File: config.mk
export PLATFORM = sky130hd
export DESIGN_NAME = song_player
export DESIGN_NICKNAME = d
export VERILOG_FILES = /design/src/rtl/song_player_pkg.sv /design/src/rtl/song_player_rom.sv /design/src/rtl/song_player.sv
export SDC_FILE = /design/constraint.sdc
export NUM_CORES = 1
export LEC_CHECK = 0
export ABC_AREA = 1
export CAP_MARGIN = 20
export CORE_ASPECT_RATIO = 0.6
export CORE_UTILIZATION = 25
export DETAILED_ROUTE_END_ITERATION = 7
export SYNTH_ARGS = -nofsm -noshare
export SYNTH_HDL_FRONTEND = slang
export SYNTH_SLANG_ARGS = --single-unit
File: constraint.sdc
create_clock -name CLK -period 2.7 [get_ports CLK]
set_clock_uncertainty 0.2 [all_clocks]
set_input_delay 0.27 -clock CLK [delete_from_list [all_inputs] [get_ports CLK]]
set_output_delay 0.27 -clock CLK [all_outputs]
set_load 0.02 [all_outputs]
File: src/rtl/song_player_pkg.sv
// Shared constants for the autoplay melody sequencer.
// Note codes, LED patterns, song length and FSM state encoding.
package song_player_pkg;

    localparam logic [3:0] NOTE_NONE = 4'h0;
    localparam logic [3:0] NOTE_C4   = 4'h1;
    localparam logic [3:0] NOTE_D    = 4'h2;
    localparam logic [3:0] NOTE_E    = 4'h3;
    localparam logic [3:0] NOTE_F    = 4'h4;
    localparam logic [3:0] NOTE_G    = 4'h5;

    localparam logic [7:0] LED_NONE  = 8'h00;
    localparam logic [7:0] LED_C4    = 8'h01;
    localparam logic [7:0] LED_D     = 8'h02;
    localparam logic [7:0] LED_E     = 8'h04;
    localparam logic [7:0] LED_F     = 8'h08;
    localparam logic [7:0] LED_G     = 8'h10;

    localparam int         SONG_LEN  = 15;
    localparam logic [3:0] LAST_IDX  = 4'(SONG_LEN - 1);

    typedef enum logic [1:0] {
        ST_IDLE = 2'd0,
        ST_PLAY = 2'd1,
        ST_GAP  = 2'd2
    } state_t;

    typedef struct packed {
        logic [3:0] note;
        logic [2:0] dur;
    } rom_word_t;

    function automatic logic [7:0] led_of(input logic [3:0] n);
        logic [7:0] p;
        case (n)
            NOTE_C4: p = LED_C4;
            NOTE_D:  p = LED_D;
            NOTE_E:  p = LED_E;
            NOTE_F:  p = LED_F;
            NOTE_G:  p = LED_G;
            default: p = LED_NONE;
        endcase
        return p;
    endfunction

endpackage

File: src/rtl/song_player_rom.sv
// Melody table: index -> note code and duration in half-beats.
// Indices past the end of the phrase read as a one half-beat rest.
module song_rom
    import song_player_pkg::*;
(
    input  logic [3:0] i_idx,
    output rom_word_t  o_word
);

    // Ode to Joy phrase lookup
    always_comb begin
        o_word = '{note: NOTE_NONE, dur: 3'd1};
        case (i_idx)
            4'd0, 4'd1, 4'd6, 4'd11: o_word = '{note: NOTE_E,  dur: 3'd2};
            4'd2, 4'd5:              o_word = '{note: NOTE_F,  dur: 3'd2};
            4'd3, 4'd4:              o_word = '{note: NOTE_G,  dur: 3'd2};
            4'd7, 4'd10:             o_word = '{note: NOTE_D,  dur: 3'd2};
            4'd8, 4'd9:              o_word = '{note: NOTE_C4, dur: 3'd2};
            4'd12:                   o_word = '{note: NOTE_E,  dur: 3'd3};
            4'd13:                   o_word = '{note: NOTE_D,  dur: 3'd1};
            4'd14:                   o_word = '{note: NOTE_D,  dur: 3'd4};
            default:                 o_word = '{note: NOTE_NONE, dur: 3'd1};
        endcase
    end

endmodule

File: src/rtl/song_player.sv
// Autoplay sequencer driving the note bus and LEDs from the melody ROM.
// Each note sounds L-GAP ticks followed by GAP ticks of silence.
module song_player
    import song_player_pkg::*;
#(
    parameter int HALF_TICKS = 4,
    parameter int GAP_TICKS  = 1,
    parameter int CNT_W      = 8
) (
    input  logic       CLK,
    input  logic       RESET_N,
    input  logic       tick,
    input  logic       start,
    input  logic       stop,
    input  logic       loop,
    output logic [3:0] note,
    output logic [7:0] Led,
    output logic       busy,
    output logic       done
);

    localparam logic [CNT_W-1:0] ONE      = CNT_W'(1);
    localparam logic [CNT_W-1:0] PLAY_SUB = CNT_W'(GAP_TICKS + 1);
    localparam logic [CNT_W-1:0] GAP_END  = CNT_W'(GAP_TICKS - 1);

    state_t           r_state;
    logic [3:0]       r_idx;
    logic [CNT_W-1:0] r_cnt;
    logic [CNT_W-1:0] r_len;
    logic [3:0]       r_note;
    logic [7:0]       r_led;
    logic             r_busy;
    logic             r_done;

    state_t           w_state_nxt;
    logic [3:0]       w_idx_nxt;
    logic [CNT_W-1:0] w_cnt_nxt;
    logic [CNT_W-1:0] w_len_nxt;
    logic             w_fin;
    logic [3:0]       w_note_nxt;
    logic [7:0]       w_led_nxt;
    logic             w_busy_nxt;
    rom_word_t        w_rom;

    // ROM looks ahead at the next index so outputs register with the state
    song_rom u_rom (
        .i_idx  (w_idx_nxt),
        .o_word (w_rom)
    );

    assign w_len_nxt = CNT_W'(w_rom.dur) * CNT_W'(HALF_TICKS);

    // State, counters and registered outputs
    always_ff @(posedge CLK or negedge RESET_N) begin
        if (!RESET_N) begin
            r_state <= ST_IDLE;
            r_idx   <= 4'd0;
            r_cnt   <= '0;
            r_len   <= '0;
            r_note  <= NOTE_NONE;
            r_led   <= LED_NONE;
            r_busy  <= 1'b0;
            r_done  <= 1'b0;
        end else begin
            r_state <= w_state_nxt;
            r_idx   <= w_idx_nxt;
            r_cnt   <= w_cnt_nxt;
            r_len   <= w_len_nxt;
            r_note  <= w_note_nxt;
            r_led   <= w_led_nxt;
            r_busy  <= w_busy_nxt;
            r_done  <= w_fin;
        end
    end

    // Next-state: stop overrides everything, timing advances only on tick
    always_comb begin
        w_state_nxt = r_state;
        w_idx_nxt   = r_idx;
        w_cnt_nxt   = r_cnt;
        w_fin       = 1'b0;
        if (stop) begin
            w_state_nxt = ST_IDLE;
            w_idx_nxt   = 4'd0;
            w_cnt_nxt   = '0;
        end else begin
            case (r_state)
                ST_IDLE: begin
                    if (start) begin
                        w_state_nxt = ST_PLAY;
                        w_idx_nxt   = 4'd0;
                        w_cnt_nxt   = '0;
                    end
                end
                ST_PLAY: begin
                    if (tick) begin
                        if (r_cnt == r_len - PLAY_SUB) begin
                            w_state_nxt = ST_GAP;
                            w_cnt_nxt   = '0;
                        end else begin
                            w_cnt_nxt = r_cnt + ONE;
                        end
                    end
                end
                ST_GAP: begin
                    if (tick) begin
                        if (r_cnt == GAP_END) begin
                            w_cnt_nxt = '0;
                            if (r_idx < LAST_IDX) begin
                                w_state_nxt = ST_PLAY;
                                w_idx_nxt   = r_idx + 4'd1;
                            end else if (loop) begin
                                w_state_nxt = ST_PLAY;
                                w_idx_nxt   = 4'd0;
                            end else begin
                                w_state_nxt = ST_IDLE;
                                w_idx_nxt   = 4'd0;
                                w_fin       = 1'b1;
                            end
                        end else begin
                            w_cnt_nxt = r_cnt + ONE;
                        end
                    end
                end
                default: begin
                    w_state_nxt = ST_IDLE;
                    w_idx_nxt   = 4'd0;
                    w_cnt_nxt   = '0;
                end
            endcase
        end
    end

    // Output values for the state being entered; gap keeps the LEDs lit
    always_comb begin
        w_note_nxt = NOTE_NONE;
        w_led_nxt  = LED_NONE;
        w_busy_nxt = (w_state_nxt != ST_IDLE);
        case (w_state_nxt)
            ST_PLAY: begin
                w_note_nxt = w_rom.note;
                w_led_nxt  = led_of(w_rom.note);
            end
            ST_GAP: begin
                w_note_nxt = NOTE_NONE;
                w_led_nxt  = r_led;
            end
            default: begin
                w_note_nxt = NOTE_NONE;
                w_led_nxt  = LED_NONE;
            end
        endcase
    end

    assign note = r_note;
    assign Led  = r_led;
    assign busy = r_busy;
    assign done = r_done;

endmodule

[After elaboration in Yosys (flattened, before gate mapping)]
Memories as Yosys holds them, arrays and structs flattened.
Index checks and enable logic that the tools add are counted.
Word-level totals
  register bits: 31
  ROM bits: 96
  input port bits: 6
  output and inout bits: 14
  memories: 1
Memory list
  (name not given): words 16, width 6, rd ports 1, clocked after memory_dff 0, write ports 0, line song_player_rom.sv:13  | case (i_idx)
Cells by class
  add/sub/neg operators: 3
  magnitude comparators: 1
  equality and inequality tests: 13
  multiplexer cells: 31
  reduce and logical (&&, ||, !) cells: 4
Operators by type and width (count)
  two-way mux 8 bit: 6
  one-hot mux 5 bit (5 select lines): 1
  two-way mux 4 bit: 6
  one-hot mux 8 bit (3 select lines): 1
  one-hot mux 8 bit (2 select lines): 1
  two-way mux 2 bit: 6
  one-hot mux 4 bit (3 select lines): 1
  inequality test 3 bit (second input constant): 3
  adder 8 x 1 -> 8 bit (second input constant): 1
  equality test 4 x 2 -> 1 bit (second input constant): 2
  equality test 4 x 3 -> 1 bit (second input constant): 2
  equality test 8 bit: 1
  logical NOT 8 bit: 1
  two-way mux 1 bit: 8
  one-hot mux 2 bit (3 select lines): 1
  subtractor 5 x 2 -> 6 bit (second input constant): 1
  adder 4 x 1 -> 4 bit (second input constant): 1
  equality test 2 x 1 -> 1 bit (second input constant): 2
  equality test 2 bit (second input constant): 2
  equality test 4 x 1 -> 1 bit (second input constant): 1
  < comparator 4 bit (second input constant): 1
  AND reduction 3 bit: 1
  logical NOT 2 bit: 1
  nonzero test 2 bit: 1

[Logic depth before layout (Yosys ltp)]
Gate-level depths: netlist of run 1.
An unclocked memory read counts as a cell.
  depth after elaboration: 10
  gate-level depth with buffers: 17
  mapped depth without buffers: 17

[Modules after synthesis]
Synthesis of run 1 repeated with hierarchy kept, for this count alone.
Second synthesis, totals
  cell total of the unflattened synthesis: 242
  area total of the unflattened synthesis: 1801.7 µm²
Modules (own cells, without submodules)
  song_player: times used 1, cells an instance 218, area each 1696.6 µm²
  song_rom: times used 1, cells an instance 24, area each 105.1 µm²

[Worst setup path before layout of run 1]
OpenSTA, ideal clock, no wires.
  path kind: flip-flop to flip-flop
  from: register r_cnt[0]
  to: register r_led[2] (netlist: Led[2])
  library setup time: 0.118 ns
  arrival: 1.635 ns
  data required time: 2.382 ns
  path slack: 0.747 ns
  cell stages (with the launch flop): 16
  clock period less this slack: 1.953 ns
  path through: dfrtp_1 -> inv_1 -> ha_1 -> inv_1 -> nor2_1 -> nand2_1 -> nor2_1 -> nand3_1 -> nand2_1 -> nand2_1 -> nand3_1 -> nand2_1 -> nand2_1 -> nand2_2 -> nand4_1 -> nand2_1
On the way
  word-level cells in the longest chain between the ends: 9
RTL lines
  start, declared: line song_player.sv:28  | logic [CNT_W-1:0] r_cnt;
  start signal, assigned: line song_player.sv:67  | r_cnt <= w_cnt_nxt;
  logical NOT 8 bit: line song_player.sv:107  | if (r_cnt == GAP_END) begin
  two-way mux 4 bit: line song_player.sv:107
  two-way mux 4 bit: line song_player.sv:106  | if (tick) begin
  one-hot mux 4 bit (3 select lines): line song_player.sv:87  | case (r_state)
  two-way mux 4 bit: line song_player.sv:82  | if (stop) begin
  memory read (16 x 6 bit)
  equality test 4 x 3 -> 1 bit (tied with other cells): line song_player_pkg.sv:35  | case (n)
  one-hot mux 5 bit (5 select lines): line song_player_pkg.sv:35
  one-hot mux 8 bit (2 select lines): line song_player.sv:139  | case (w_state_nxt)
  end signal, assigned: line song_player.sv:70  | r_led <= w_led_nxt;
  end, declared: line song_player.sv:31  | logic [7:0] r_led;
Parallel ways exist; a longest one is shown, timed or not. The select of a mux whose other input is x is not followed.
A chain may end at the register's enable or synchronous reset.

[Final worst setup path of run 1]
Ends and elaborated chain as after synthesis.

==> metrics.md, run 1 <==
| Metric | Value |
|---|---|
| Status | `complete, but fails checks` |
| Failing checks | `design-rule violations` |
| Synth Area per Inst | `7.53 um2` |
| Vias in the first global route | `1367` |
| Top cell by count, worst path | `nand2_1` |
| Filler Cell Count | `741` |
| CTS tree | `done` |
| DRT iter0 DRCs | `98` |
| Final Hold Fails | `0` |
| CTS root buffer | `clkbuf_16` |
| Net Switching | `233 uW` |
| EDFF count, synth | `0` |
| Worst hold slack | `0.179 ns` |
| 1st-pass router iterations | `6` |
| Clock buffer depth | `2` |
| Site Rows | `23` |
| DR vias | `1503` |
| Hold Path Class | `input port to asynchronous set/reset pin` |
| Syn. warnings | `0` |
| Tot Pwr | `887 uW` |
| Core area | `6850 um2` |
| PostCTS Resize Cnt | `0` |
| CP required | `2.66 ns` |
| Post-DP HPWL | `3.04 mm` |
| Fin Setup TNS | `0 ns` |
| Arr. time, crit path | `2.24 ns` |
| Cell taking the most area after synthesis | `dfrtp_1` |
| Relative slew slack | `66.2%` |
| Setup violators final | `0` |
| Final design utilization | `31.3%` |
| First-pass GRT wire length | `6.56 mm` |
| Maximum clock rate | `0.440 GHz` |
| Reg2reg start | `r_cnt[0]` |
| Critical path buffer and inverter count | `2` |
| Post-synthesis cell count | `241` |
| FFs w/ async S/R, synth | `100%` |
| Initial antenna violation count | `0` |
| CP peak stage delay | `0.42 ns` |
| Delay-heaviest family, CP | `simple AND/OR/NAND/NOR gates` |
| Synth Cell Area | `1810 um2` |
| FF+latch count, synth | `27` |
| Final net count | `275` |
| IO Pins | `20` |
| Max Fanout on Critical Path | `4` |
| CTS Hold Bufs | `0` |
| WS Path Type | `register to register` |
| Sequential Power Share | `46.9%` |
| Total track usage | `10.9%` |
| CTS H-tree depth | `1` |
| Ant diodes | `0` |
| Synth cell count leaders | `69 x nand2_1, 34 x inv_1, 27 x dfrtp_1, 23 x nand3_1, 13 x nor2_1` |
| Postcts setup bufs | `0` |
| Worst-skew pair later-pin latency | `0.27 ns` |
| DP Worst Slack | `0.408 ns` |
| Max Cap Viol | `0` |
| GPL Wtd Cong | `0.853` |
| Pint | `654 uW` |
| Die width | `112 um` |
| DRT Wirelength | `3.82 mm` |
| Combinational share of power | `12.3%` |
| Worst IR Drop VDD | `0.230 mV` |
| Post-synthesis sequential area ratio | `37.2%` |
| CTS sink count | `27` |
| Layout cell share with drive strength beyond 1 | `13.1%` |
| Clk slew on worst S/H paths | `0.07 ns` |
| Buffers on Ports | `15` |
| Switch share | `26.3%` |
| Leak | `0.00108 uW` |
| Critical path capture point type | `register` |
| Die area | `7610 um2` |
| Largest net degree at the start of global routing | `28` |
| Worst slew pin tran | `0.502 ns` |
| Count of cell types in the netlist | `31` |
| GRT overflow | `0` |
| Clock Power Share | `40.8%` |
| Yosys top cell area share | `37.2%` |
| Max-slew violations | `0` |
| Wire per inst | `11.0 um` |
| Vias per cell | `4.34` |
| CP startpoint | `r_cnt[0]` |
| Die H | `68.0 um` |
| Initial Util | `26.5%` |
| ANT nets after route | `0` |
| Top cells by area, synth | `dfrtp_1 37%, nand2_1 14%, inv_1 7.0%` |
| Setup ws final | `0.428 ns` |
| Main synth FF type | `dfrtp_1` |
| Final min period | `2.27 ns` |
| Unrepaired setup endpoints after global routing | `no` |
| Count leader, synth | `nand2_1` |
| # DRC | `1` |
| CP max-delay cell | `dfrtp_1` |
| Layout area overhead | `18.1%` |
| Final period util | `84.1%` |
| Crit path cell chain | `inv_1, ha_1, inv_1, nor2_1, nand2_1, nor2_1, nand3_1, nand2_1, nand2_1, nand3_1, nand2_1, nand2_1, nand2_2, nand4_1, nand2_1` |
| CTS Buf Count | `3` |
| CP Launch Type | `register` |
| PD cells | `414 nW/um2` |
==> power groups by stage <==
stage	Combinational (uW)	Clock [uW]	Sequential, uW
2_1_floorplan	63.7	0	431
3_3_place_gp	111	0	424
3_5_place_dp	110	0	424
4_1_cts	110	374	416
5_1_grt	123	388	418
6_report	109	362	416
==> flip-flops by register name, summed over array words and instances (netlist names) <==
name	flops
r_cnt	8
r_state	2
Led	5
r_len	3
note	3
r_idx	4
done	1
busy	1
==> routing by layer <==
metal,global-route usage [%],vias to the layer above,share of wire [%]
met4,3.00,0,1.3
met2,14.9,32,35
met5,0,-,0
met1,17.3,679,59
li1,-,788,-
met3,1.59,4,4.7
==> worst paths after layout <==
kind / cells past startpoint / endpoint / slack (ns)
worst max-delay path: 15 / Led[2] / 0.43
worst min-delay path: 2 / r_len[2] / 0.18
worst max register to register: 15 / Led[2] / 0.43
worst min register to register: 2 / Led[1] / 0.32
max in group asynchronous: 2 / r_state[0] / 1.86
min in group CLK: 2 / Led[1] / 0.32
==> worst reg2reg max path: cells and delay by family, from the launching register on <==
family | cells | cell delay, ns
adder cells (fa/ha/maj) | 1 | 0.20
buffers and inverters | 2 | 0.16
flip-flops | 1 | 0.42
AND/OR/NAND/NOR | 12 | 1.21
==> through the flow <==
stage | instance area [um2] | cells
5_1_grt | 2140 | 346
4_1_cts | 2140 | 346
2_1_floorplan | 1830 | 244
3_5_place_dp | 2060 | 342
6_report | 2140 | 346
3_3_place_gp | 2060 | 342
==> cells by family after synthesis <==
family	after synthesis	synth area share (%)
simple gates	133	35.6
buf+inv	47	10.7
flops	27	37.2
compound gates	20	8.14
fa+ha+maj	9	6.21
xor+xnor	4	1.93
other cells	1	0.207
==> cell type report <==
cell class	instances	area (um2)	area share [%]
timing repair buffer	17	165	7.71
inverter	41	154	7.18
clock buffer	3	75.1	3.50
multi-input combinational	170	956	44.6
tap	87	109	5.08
sequential	27	676	31.5
clock inverter	1	8.76	0.409
==> layout by cell type, fill, tap and decap left out, types with 2 or more instances in the layout <==
cell / instances
nor2_8: 2
o22ai_1: 2
o21ai_0: 4
nand3_1: 23
inv_2: 7
ha_1: 9
nand3_2: 4
nand4_1: 3
o32ai_1: 3
nor2_2: 3
buf_4: 2
clkbuf_16: 3
nor3_1: 5
nor2_4: 2
nand2_2: 7
a21oi_4: 2
clkdlybuf4s50_1: 15
a21oi_1: 4
nor2_1: 13
xor2_1: 3
inv_1: 34
dfrtp_1: 27
conb_1: 4
nand2_1: 69
(Power assumes the default switching activity.)
==> run 2: changes to the inputs <==
==> constraint.sdc (replaced) <==
create_clock -name CLK -period 2.2 [get_ports CLK]
set_clock_uncertainty 0.2 [all_clocks]
set_input_delay 0.22 -clock CLK [delete_from_list [all_inputs] [get_ports CLK]]
set_output_delay 0.22 -clock CLK [all_outputs]
set_load 0.02 [all_outputs]
==> run 2 against run 1 <==
  * The run still ends with design-rule violations left
  * Non-clock buffer count is 13 higher
  * Core utilization is 2.8 points higher
  * Cell area is 9.0% higher
  * Critical path type unchanged
  * Largest power group unchanged
  * Highest routed layer unchanged
==> metrics.md, run 2 (same netlist as run 1, synthesis figures left out) <==
| Metric | Value |
|---|---|
| Switch share | `26.6% (+0.36 points)` |
| Initial Util | `26.5% (unchanged)` |
| Buffers on Ports | `15 (unchanged)` |
| Clock Power Share | `39.7% (-1.1 points)` |
| DP Worst Slack | `0.0317 ns (-0.376 ns)` |
| Pint | `822 uW (+26%)` |
| Most common cell after layout, fill and taps aside | `nand2_1` |
| Critical path capture point type | `register` |
| Max Cap Viol | `0 (unchanged)` |
| Status | `complete, but fails checks` |
| Setup violators final | `0 (unchanged)` |
| ANT nets after route | `0 (unchanged)` |
| First-pass GRT wire length | `7.09 mm (+8.1%)` |
| DRT iter0 DRCs | `126 (+29%)` |
| CTS sink count | `27 (unchanged)` |
| Fin area | `2340 um2 (+9.0%)` |
| DR vias | `1619 (+7.7%)` |
| Arr. time, crit path | `2.02 ns (-0.22 ns)` |
| CTS Buf Count | `3 (unchanged)` |
| WS Path Type | `register to register` |
| CTS root buffer | `clkbuf_16` |
| Fin Setup TNS | `0 ns (unchanged)` |
| Register Area | `677 um2 (+0.19%)` |
| Layout area overhead | `28.8%` |
| Sequential Power Share | `45.7% (-1.2 points)` |
| Failing checks | `design-rule violations` |
| IO Pins | `20 (unchanged)` |
| Maximum clock rate | `0.486 GHz (+10%)` |
| Max Fanout on Critical Path | `5 (+1)` |
| PD cells | `480 nW/um2 (+16%)` |
| Most flop-heavy register | `r_cnt` |
| Final period util | `93.6% (+9.4 points)` |
| Die width | `112 um (unchanged)` |
| Max-slew violations | `0 (unchanged)` |
| Site Rows | `23 (unchanged)` |
| Setup ws final | `0.141 ns (-0.287 ns)` |
| Largest net degree at the start of global routing | `28 (unchanged)` |
| Net Switching | `298 uW (+28%)` |
| Clk slew on worst S/H paths | `0.07 ns (about the same)` |
| Total track usage | `11.8% (+0.87 points)` |
| GRT overflow | `0 (unchanged)` |
| Layout cell share with drive strength beyond 1 | `26.1% (+13 points)` |
| Most frequent cells in the layout | `63 x nand2_1, 29 x inv_1, 26 x dfrtp_1, 20 x nand3_1, 15 x clkdlybuf4s50_1` |
| Ant diodes | `0 (unchanged)` |
| Core area | `6850 um2 (unchanged)` |
| 1st-pass router iterations | `6 (unchanged)` |
| Clock buffer depth | `2 (unchanged)` |
| Max FFs per register | `8 (unchanged)` |
| Vias per cell | `4.51 (+3.8%)` |
| CTS Hold Bufs | `0 (unchanged)` |
| Vias in the first global route | `1469 (+7.5%)` |
| Leak | `0.00118 uW (+8.8%)` |
| Initial antenna violation count | `0 (unchanged)` |
| # DRC | `1 (unchanged)` |
| CTS H-tree depth | `1 (unchanged)` |
| Post-place instance area | `2130 um2 (+3.3%)` |
| Worst-skew pair later-pin latency | `0.27 ns (about the same)` |
| Final min period | `2.06 ns (-0.213 ns)` |
| DRT Wirelength | `4.34 mm (+14%)` |
| CP Launch Type | `register` |
| Worst IR Drop VDD | `0.220 mV (-4.5%)` |
| Unrepaired setup endpoints after global routing | `yes` |
| Final Hold Fails | `0 (unchanged)` |
| CP required | `2.16 ns (-0.50 ns)` |
| Hold Path Class | `input port to asynchronous set/reset pin` |
| Wire per inst | `12.1 um (+9.4%)` |
| Filler Cell Count | `727 (-1.9%)` |
| Die H | `68.0 um (unchanged)` |
| Final net count | `288 (+4.7%)` |
| Combinational share of power | `14.6% (+2.3 points)` |
| GPL Wtd Cong | `0.853 (about the same)` |
| Post-DP HPWL | `3.25 mm (+7.0%)` |
| Multi-input gate area | `1050 um2 (+9.4%)` |
| CTS tree | `done` |
| Die area | `7610 um2 (unchanged)` |
| Tot Pwr | `1120 uW (+26%)` |
==> run 2: changes by cell type in the layout (fill, tap and decap cells not counted), sizes merged <==
cell  previous run  this run
buf              2        15
==> run 2: what timing repair did <==
item                                    in CTS  in global routing
resized for setup                            0                 30
endpoints found under the setup margin       0                 16
buffers inserted                             0                  4
==> run 2: power by group through the flow <==
stage	registers [uW]	logic, uW	clock network [uW]
global placement	520	149	0
finish	512	164	445
floorplan	529	78.1	0
global route	513	183	479
CTS	511	150	455
detailed placement	521	149	0
==> run 2: through the flow <==
step | util, % | std cells | hold WS, ns
finish | 34.1 | 359 | 0.126
global route | 34.1 | 359 | 0.167
CTS | 32.3 | 355 | 0.151
detailed placement | 31.1 | 351 | 0.294
global placement | 31.1 | 351 | 0.294
floorplan | - | 244 | -0.276
==> run 2: path summary, 6_finish.rpt <==
| path | from | depth (start not counted) | endpoint | slack (ns) |
|---|---|---|---|---|
| setup reg to reg | r_cnt[0] | 13 | Led[1] | 0.14 |
| min in group CLK | Led[1] | 2 | Led[1] | 0.31 |
| setup / recovery | r_cnt[0] | 13 | Led[1] | 0.14 |
| hold / removal | RESET_N | 2 | r_cnt[7] | 0.13 |
| max in group asynchronous | RESET_N | 2 | r_state[0] | 1.38 |
| hold reg to reg | Led[1] | 2 | Led[1] | 0.31 |
==> run 2: final cells by class <==
| class | instances | share of cell area, % |
|---|---|---|
| multi-input combinational | 170 | 44.8 |
| sequential | 27 | 29.0 |
| timing repair buffer | 30 | 11.4 |
| inverter | 41 | 6.59 |
| tap | 87 | 4.66 |
| clock buffer | 3 | 3.21 |
| clock inverter | 1 | 0.375 |
==> run 2: routing by layer <==
layer | vias to the layer above | track usage (%) | share of wire (%)
li1 | 817 | - | -
met1 | 752 | 17.6 | 52
met3 | 2 | 1.86 | 5.6
met2 | 48 | 17.6 | 41
met5 | - | 0 | 0
met4 | 0 | 3.17 | 0.78
==> run 2: critical path, cell delays in order (launching register included) <==
cell,delay (ns)
dfrtp_1,0.39
inv_2,0.10
ha_4,0.15
nand2_1,0.06
nor2_2,0.09
nand3_2,0.15
nand2_1,0.12
nand2_2,0.06
a21oi_4,0.18
nor2_2,0.08
nor2_1,0.13
nand2_2,0.10
nand4_1,0.08
nand2_1,0.05
==> run 3: changes to the inputs <==
--- a/config.mk
+++ b/config.mk
@@ -8,6 +8,7 @@
 export ABC_AREA = 1
 export CAP_MARGIN = 20
 export CORE_ASPECT_RATIO = 0.6
+export CORE_MARGIN = 2
 export CORE_UTILIZATION = 25
 export DETAILED_ROUTE_END_ITERATION = 7
 export SYNTH_ARGS = -nofsm -noshare
==> constraint.sdc (replaced) <==
create_clock -name CLK -period 2.2 [get_ports CLK]
set_clock_uncertainty 0.2 [all_clocks]
set_input_delay 0.33 -clock CLK [delete_from_list [all_inputs] [get_ports CLK]]
set_output_delay 0.33 -clock CLK [all_outputs]
set_load 0.02 [all_outputs]
==> run 3 against run 2 <==
  * The flow now finishes without violations
  * Hold slack better by 0.12 ns
  * Largest cell class unchanged
  * Wire length grew 1.1%
  * Clock-buffer cell count unchanged
  * Critical endpoint is now note[2]
  * Setup slack gained 0.0018 ns
==> metrics.md, run 3 (same netlist as run 1, synthesis figures left out) <==
| Metric | Value |
|---|---|
| Status | `finished, final reports clean` |
| Layout cell share with drive strength beyond 1 | `25.5% (-0.56 points)` |
| Vias in the first global route | `1460 (-0.61%)` |
| WS Path Type | `register to register` |
| Site Rows | `23 (unchanged)` |
| Register Area | `678 um2 (+0.18%)` |
| Arr. time, crit path | `2.02 ns (about the same)` |
| Die area | `7980 um2 (+4.8%)` |
| Buffers on Ports | `15 (unchanged)` |
| CP peak stage delay | `0.35 ns (-0.04 ns)` |
| Most frequent cells in the layout | `64 x nand2_1, 32 x inv_1, 25 x dfrtp_1, 21 x nand3_1, 21 x buf_4` |
| Hold Path Class | `input port to asynchronous set/reset pin` |
| Max-slew violations | `0 (unchanged)` |
| Most flop-heavy register | `r_cnt` |
| CTS Hold Bufs | `0 (unchanged)` |
| Unrepaired setup endpoints after global routing | `yes` |
| DRT Wirelength | `4.39 mm (+1.1%)` |
| # DRC | `0 (-1)` |
| Worst IR Drop VDD | `0.301 mV (+37%)` |
| Max Cap Viol | `0 (unchanged)` |
| Reg2Reg Depth | `16 (+3)` |
| Final net count | `294 (+2.1%)` |
| Post-DP HPWL | `3.31 mm (+1.7%)` |
| First-pass GRT wire length | `7.23 mm (+2.0%)` |
| CP startpoint | `r_len[2]` |
| DRT iter0 DRCs | `51 (-60%)` |
| 1st-pass router iterations | `5 (-1)` |
| Total track usage | `11.3% (-0.56 points)` |
| Placed cell count | `357 (+1.7%)` |
| Crit path cell chain | `inv_1, ha_1, inv_1, nand2_1, nand2_1, nor2_2, nand2_1, inv_1, nand3_2, nand2_1, inv_2, nor2_8, nor2_8, inv_2, nor2_4, buf_4` |
| Clk slew on worst S/H paths | `0.07 ns (about the same)` |
| GPL Wtd Cong | `0.878 (+2.9%)` |
| Top cell by count, worst path | `nand2_1` |
| Die H | `70.0 um (+2.9%)` |
| Final Hold Fails | `0 (unchanged)` |
| Worst-skew pair later-pin latency | `0.26 ns (about the same)` |
| CTS tree | `done` |
| Met2 WL post-DR | `1.66 mm (-7.4%)` |
| CP required | `2.16 ns (about the same)` |
| IO Pins | `20 (unchanged)` |
| Initial Util | `26.5% (unchanged)` |
| Leak | `0.00118 uW (+0.56%)` |
| GRT overflow | `0 (unchanged)` |
| Vias per cell | `4.47 (-0.91%)` |
| Max Fanout on Critical Path | `4 (-1)` |
| Initial antenna violation count | `0 (unchanged)` |
| Filler Cell Count | `723 (-0.55%)` |
| Max FFs per register | `8 (unchanged)` |
| Flop-to-flop setup slack | `0.14 ns (about the same)` |
| ANT nets after route | `0 (unchanged)` |
| CTS root buffer | `clkbuf_16` |
| PD cells | `468 nW/um2 (-2.5%)` |
| CP Launch Type | `register` |
| Final period util | `93.5% (about the same)` |
| Met1 Routed Length | `2.43 mm (+6.9%)` |
| Worst hold slack | `0.251 ns (+0.124 ns)` |
| Maximum clock rate | `0.486 GHz (about the same)` |
| CTS Buf Count | `3 (unchanged)` |
| CTS H-tree depth | `1 (unchanged)` |
| Met3 wire len | `240 um (-1.6%)` |
| Largest net degree at the start of global routing | `28 (unchanged)` |
| CP max-delay cell | `dfrtp_1` |
| Fin cells | `365 (+1.7%)` |
| Setup violators final | `0 (unchanged)` |
| Core area | `6850 um2 (unchanged)` |
| Critical path capture point type | `register` |
| Multi-input gate area | `1040 um2 (-0.72%)` |
| Layout area overhead | `30.6%` |
| Worst r2r dst | `note[2]` |
| Most common cell after layout, fill and taps aside | `nand2_1` |
| CTS sink count | `27 (unchanged)` |
| Reg2reg start | `r_len[2]` |
| Wire per inst | `12.0 um (-0.56%)` |
| Final min period | `2.06 ns (-0.00175 ns)` |
| Die width | `114 um (+1.8%)` |
| Ant diodes | `0 (unchanged)` |
| Clock buffer depth | `2 (unchanged)` |
| DR vias | `1631 (+0.74%)` |
| Top Layer Used | `met4` |
==> run 3: cell count changes in the layout (fill, tap and decap cells not counted), moves of 2 or more <==
cell / previous run / this run
inv_1: 29 / 32
o21ai_1: 0 / 2
nor2_4: 3 / 5
buf_4: 14 / 21
inv_2: 12 / 9
nand3_2: 7 / 5
nor2_1: 10 / 8
ha_2: 2 / 0
ha_1: 5 / 8
==> run 3: metal layers <==
layer	vias to the layer above	GRT usage, %
met2	54	15.0
met4	0	2.71
met1	741	17.5
li1	830	-
met3	6	3.13
met5	-	0
==> run 3: what timing repair did <==
item,CTS,global route
endpoints found under the setup margin,0,17
buffers inserted,0,4
gates resized for setup,0,26
==> run 3: critical path, delay by kind of cell, from the launching register on <==
family        cells  cell delay [ns]
flops             1             0.35
buf+inv           6             0.44
simple gates      9             0.67
fa+ha+maj         1             0.29
==> run 3: final cells by class <==
type                            instances  share of cell area, %
Multi-Input combinational cell        170                   43.8
Sequential cell                        27                   28.6
Timing Repair Buffer                   36                   13.0
Inverter                               41                   6.49
Tap cell                               87                   4.59
Clock buffer                            3                   3.17
Clock inverter                          1                  0.317
==> run 3: where the power goes <==
part	internal, uW	switching, uW
logic	61.3	97.5
clock network	248	190
registers	505	5.72
total	815	294
==> run 3: how the worst max path moves through the flow <==
| stage | slack, ns | endpoint |
|---|---|---|
| 6_report | 0.14 | note[2] |
| 5_1_grt | -0.02 | Led[3] |
| 4_1_cts | 0.01 | Led[2] |
| 3_5_place_dp | 0.02 | Led[2] |
| 3_3_place_gp | 0.02 | Led[2] |
| 2_1_floorplan | 0.25 | Led[2] |
==> run 3: stage by stage <==
step	TNS, ns	util, %	setup WS (ns)	area [um2]	power [uW]
after floorplan	0	-	0.247	1830	607
after global placement	0	31.7	0.0186	2170	669
after detailed placement	0	31.7	0.0212	2170	669
after CTS	0	32.9	0.0135	2250	1110
after global routing	-0.0387	34.6	-0.0157	2370	1160
final	0	34.6	0.143	2370	1110
